**config.mk**
```make
export PLATFORM = sky130hd
export DESIGN_NAME = rr_decode_arbiter
export DESIGN_NICKNAME = d
export VERILOG_FILES = /design/src/rtl/arb_pkg.sv /design/src/rtl/grant_decoder.sv /design/src/rtl/rr_decode_arbiter.sv
export SDC_FILE = /design/constraint.sdc
export NUM_CORES = 1
export LEC_CHECK = 0
export CAP_MARGIN = 20
export CORE_MARGIN = 4
export CORE_UTILIZATION = 50
export CTS_CLUSTER_DIAMETER = 100
export DETAILED_ROUTE_END_ITERATION = 8
export DONT_BUFFER_PORTS = 1
export GPL_ROUTABILITY_DRIVEN = 0
export GPL_TIMING_DRIVEN = 0
export PLACE_DENSITY_LB_ADDON = 0.2
export SYNTH_ARGS = -nofsm -noshare
export SYNTH_HDL_FRONTEND = slang
export SYNTH_SLANG_ARGS = --single-unit
```
**constraint.sdc**
```tcl
create_clock -name clk -period 5.1 [get_ports clk]
set_input_delay 0.255 -clock clk [delete_from_list [all_inputs] [get_ports clk]]
set_output_delay 0.255 -clock clk [all_outputs]
set_load 0.02 [all_outputs]
```
**src/rtl/arb_pkg.sv**
```systemverilog
// rtl/arb_pkg.sv - shared state encodings and defaults for the round-robin grant arbiter
package arb_pkg;

  typedef enum logic [1:0] {
    IDLE  = 2'b00,
    GRANT = 2'b01,
    GAP   = 2'b10
  } arb_state_e;

  localparam int unsigned TIMEOUT_CYC_DEFAULT = 255;
  localparam int unsigned N_REQ               = 16;
  localparam int unsigned CNT_W               = 9;

endpackage

```
**src/rtl/grant_decoder.sv**
```systemverilog
// rtl/grant_decoder.sv - active-low 4-to-16 one-hot decoder with enable
module grant_decoder (
  input  logic        en,
  input  logic [3:0]  in,
  output logic [15:0] out
);

  always_comb begin
    out = 16'hFFFF;
    if (en) begin
      out[in] = 1'b0;
    end
  end

endmodule

```
**src/rtl/rr_decode_arbiter.sv**
```systemverilog
// rtl/rr_decode_arbiter.sv - 16-way round-robin arbiter with one-cycle gap and grant timeout
module rr_decode_arbiter
  import arb_pkg::*;
#(
  parameter int unsigned TIMEOUT_CYC = TIMEOUT_CYC_DEFAULT
) (
  input  logic        clk,
  input  logic        reset_n,
  input  logic        en,
  input  logic [15:0] req,
  input  logic        done,
  output logic [15:0] grant_n,
  output logic [3:0]  grant_idx,
  output logic        busy,
  output logic        timeout
);

  arb_state_e       state_q, state_d;
  logic [3:0]       grant_idx_q, grant_idx_d;
  logic [3:0]       ptr_q, ptr_d;
  logic [CNT_W-1:0] cnt_q, cnt_d;
  logic             timeout_q, timeout_d;

  logic [3:0]       winner;
  logic             found;
  logic [CNT_W-1:0] cnt_inc;
  logic             rel_now;
  logic             timeout_hit;
  logic             in_grant;

  // First requester at or above ptr, wrapping through 15 -> 0.
  always_comb begin
    winner = ptr_q;
    found  = 1'b0;
    for (int i = 0; i < int'(N_REQ); i++) begin
      if (!found && req[ptr_q + 4'(i)]) begin
        found  = 1'b1;
        winner = ptr_q + 4'(i);
      end
    end
  end

  assign cnt_inc     = cnt_q + {{(CNT_W-1){1'b0}}, 1'b1};
  assign rel_now     = done || !req[grant_idx_q];
  assign timeout_hit = (cnt_inc == CNT_W'(TIMEOUT_CYC));

  always_comb begin
    state_d     = state_q;
    grant_idx_d = grant_idx_q;
    ptr_d       = ptr_q;
    cnt_d       = cnt_q;
    timeout_d   = 1'b0;
    case (state_q)
      GRANT: begin
        cnt_d = cnt_inc;
        // A real release takes precedence over an expiring counter.
        if (rel_now) begin
          state_d = GAP;
          ptr_d   = grant_idx_q + 4'd1;
          cnt_d   = '0;
        end else if (timeout_hit) begin
          state_d   = GAP;
          ptr_d     = grant_idx_q + 4'd1;
          cnt_d     = '0;
          timeout_d = 1'b1;
        end
      end
      default: begin
        if (en && found) begin
          state_d     = GRANT;
          grant_idx_d = winner;
          cnt_d       = '0;
        end else begin
          state_d = IDLE;
        end
      end
    endcase
  end

  always_ff @(posedge clk or negedge reset_n) begin
    if (!reset_n) begin
      state_q     <= IDLE;
      grant_idx_q <= 4'd0;
      ptr_q       <= 4'd0;
      cnt_q       <= '0;
      timeout_q   <= 1'b0;
    end else begin
      state_q     <= state_d;
      grant_idx_q <= grant_idx_d;
      ptr_q       <= ptr_d;
      cnt_q       <= cnt_d;
      timeout_q   <= timeout_d;
    end
  end

  assign in_grant  = (state_q == GRANT);
  assign busy      = in_grant;
  assign timeout   = timeout_q;
  assign grant_idx = grant_idx_q;

  grant_decoder u_grant_decoder (
    .en  (in_grant),
    .in  (grant_idx_q),
    .out (grant_n)
  );

endmodule

```
==> summary.md <==
| Metric | Value |
|---|---|
| FF/Latch Area | `500 um2` |
| GR Overflow Total | `0` |
| Worst Path Max Fanout | `13` |
| Reg2Reg Setup Slack | `0.25 ns` |
| Worst-margin pin slew | `0.896 ns` |
| CP Data Arrival Time | `4.95 ns` |
| Synth Warn # | `0` |
| CP delay by family, top | `buffers and inverters` |
| Initial antenna violation count | `0` |
| Largest net degree at the start of global routing | `21` |
| Synth cell count leaders | `52 x nand2_1, 40 x nor2_1, 30 x mux4_2` |
| Critical path class | `flop to flop` |
| Area of the multi-input gates | `3130 um2` |
| Top FF cell, synth | `dfrtp_1` |
| Clock root buffer | `clkbuf_8` |
| Status | `finished clean` |
| Drt via density | `6.85` |
| Worst Clk Skew | `0.00684 ns` |
| Syn Area/Cell | `8.85 um2` |
| Overall routing resource usage | `25.7%` |
| Fill count | `691` |
| Initial Utilization | `51.7%` |
| Antenna cells | `0` |
| Max-cap violations | `0` |
| Core Rows | `31` |
| Overall die width | `94.8 um` |
| Worst r2r dst | `grant_idx[1]` |
| Final setup violation count | `0` |
| Worst r2r src | `ptr_q[1]` |
| Crit path capture type | `flop` |
| Fmax | `0.206 GHz` |
| Cell Chain, Critical Path | `clkbuf_1 > inv_2 > clkbuf_2 > ha_1 > buf_2 > buf_2 > mux4_2 > mux2_2 > mux2_2 > or3_1 > nor3_2 > a222oi_1 > a2111oi_0 > o221ai_1` |
| Drc violations | `0` |
| Vias in the first global route | `3407` |
| Global-route wire length before repair | `18.2 mm` |
| Routed wire length | `11.2 mm` |
| CTS buffer count | `3` |
| I/O Pins | `42` |
| Die Area | `9000 um2` |
| Tightest Hold Check Type | `primary input to flop` |
| Sequential cell area fraction in the yosys report | `13.3%` |
| Fin crit period | `4.85 ns` |
| Synthesized cell area | `3770 um2` |
| Fraction of layout cells with a size suffix above 1 | `20.6%` |
| Maximum root-to-sink buffer count | `2` |
| Count of pins over their slew limit | `0` |
| Via count | `3632` |
| H-Tree Depth | `1` |
| Slew Limit Headroom | `40.1%` |
| Pre-CTS setup slack | `0.0844 ns` |
| Count leader, synth | `nand2_1` |
| Async SR Flop Fraction | `100%` |
| Pre-Repair DR Iteration Count | `5` |
| CORE AREA | `7290 um2` |
| Setup slack after layout | `0.252 ns` |
| Slowest CP cell | `a2111oi_0` |
| Hold path endpoint | `state_q[0]` |
| Post-DR wirelength/cell | `21.1 um` |
| Clock-pin transition on the worst setup and hold timing paths | `0.08 ns` |
| Worst reg2reg path depth | `14` |
| Largest area contributor in the netlist | `mux4_2` |
| CP startpoint kind | `flop` |
| Skew-Pair Late Insertion Delay | `0.26 ns` |
| Final Cycle Share | `95.1%` |
| P&R area growth vs syn | `6.27%` |
| Area contributors post-synth | `mux4_2 18%, dfrtp_1 13%, mux2i_1 7.2%` |
| Synth unique cells | `70` |
| RSZ-0062 raised after global routing | `no` |
| Crit path buf inv count | `5` |
| Post-DRT Antenna Nets | `0` |
| 1st-iter DRT viols | `510` |
| Synth Instances | `426` |
| Number of nets in the layout | `465` |
| Final hold vios | `0` |
| Die H | `94.8 um` |
| CP peak stage delay | `0.53 ns` |
| IO Port Bufs | `0` |
| Setup bufs post-CTS | `0` |
| Post-Syn Nets | `459` |
| Number of synthesized flops with an enable pin | `0` |
| Hold WS | `0.211 ns` |
| Post-synth top area share | `17.9%` |
| Final Util | `55.0%` |
| Hold path depth | `2` |
| CTS tree | `done` |
| Worst Min Path Start | `en` |
| Required time worst endpoint | `5.21 ns` |
| Setup TNS | `0 ns` |
| Post-DP HPWL | `8.60 mm` |
| Yosys reg bits | `20` |
| Num Clock Sinks | `20` |
[worst max-delay path by stage]
stage	cells after the start	start	endpoint	slack [ns]
detailed placement	13	ptr_q[1]	grant_idx[1]	0.08
CTS	13	ptr_q[1]	grant_idx[1]	0.06
global placement	13	ptr_q[1]	grant_idx[1]	0.08
floorplan	14	ptr_q[1]	grant_idx[1]	1.12
global route	14	ptr_q[1]	grant_idx[1]	0.01
finish	14	ptr_q[1]	grant_idx[1]	0.25
[cell type report]
| cell class | count | share of cell area (%) |
|---|---|---|
| Multi-Input combinational cell | 371 | 78.0 |
| Clock inverter | 1 | 0.749 |
| Inverter | 12 | 1.12 |
| Clock buffer | 3 | 1.03 |
| Timing Repair Buffer | 2 | 0.562 |
| Buffer | 22 | 2.93 |
| Tap cell | 99 | 3.09 |
| Sequential cell | 20 | 12.5 |
[logic make-up (layout without fill, tap and decap cells)]
| kind of cell | Yosys count | count (layout) | synth area share (%) |
|---|---|---|---|
| and+or+nand+nor | 156 | 156 | 20.7 |
| xor gates and xnor gates | 17 | 17 | 4.55 |
| buffers and inverters | 35 | 40 | 4.38 |
| DFF | 20 | 20 | 13.3 |
| AOI/OAI and AO/OA | 104 | 104 | 19.2 |
| muxes | 81 | 81 | 33.6 |
| adders and majority gates | 13 | 13 | 4.31 |
[flip-flops by register name, indices dropped and copies added, names as in the netlist]
signal,flops
grant_idx,4
cnt_q,9
timeout,1
ptr_q,4
state_q,2
[cells in the final DEF, fill, tap and decap left out, drive strengths merged, types with 3 or more instances in the layout]
| cell type | count |
|---|---|
| mux2 | 16 |
| buf | 11 |
| nor3 | 5 |
| and4 | 4 |
| and3 | 7 |
| a21oi | 18 |
| nor2b | 8 |
| clkbuf | 14 |
| ha | 13 |
| nor2 | 41 |
| mux2i | 35 |
| xor2 | 10 |
| a21boi | 3 |
| o21ai | 30 |
| nand4 | 6 |
| o32ai | 5 |
| a22oi | 3 |
| nand2 | 53 |
| nand3 | 10 |
| xnor2 | 7 |
| o22ai | 4 |
| o221ai | 4 |
| or2 | 3 |
| a211o | 3 |
| a211oi | 3 |
| a2111oi | 7 |
| nand2b | 7 |
| a21o | 3 |
| dfrtp | 20 |
| mux4 | 30 |
| inv | 12 |
[per-stage QoR]
stage	instances	cell area (um2)
finish	530	4010
global route	530	4010
CTS	530	3980
detailed placement	525	3890
global placement	525	3890
floorplan	426	3770
[what timing repair did]
| action | CTS | global route |
|---|---|---|
| hold endpoints to repair | 20 | 0 |
| hold buffers | 1 | 0 |
| resized for setup | 0 | 7 |
| setup endpoints to repair | 0 | 14 |
[per-layer routing]
layer	vias up	share of wire (%)	global-route usage (%)
met3	22	10	5.50
li1	1660	-	-
met2	196	46	41.2
met1	1754	42	36.1
met5	-	0	0
met4	0	1.1	4.93
Power is left out: the tool's default activity adds up to more than one toggle a clock period on the data nets, which glitch-free logic cannot reach.
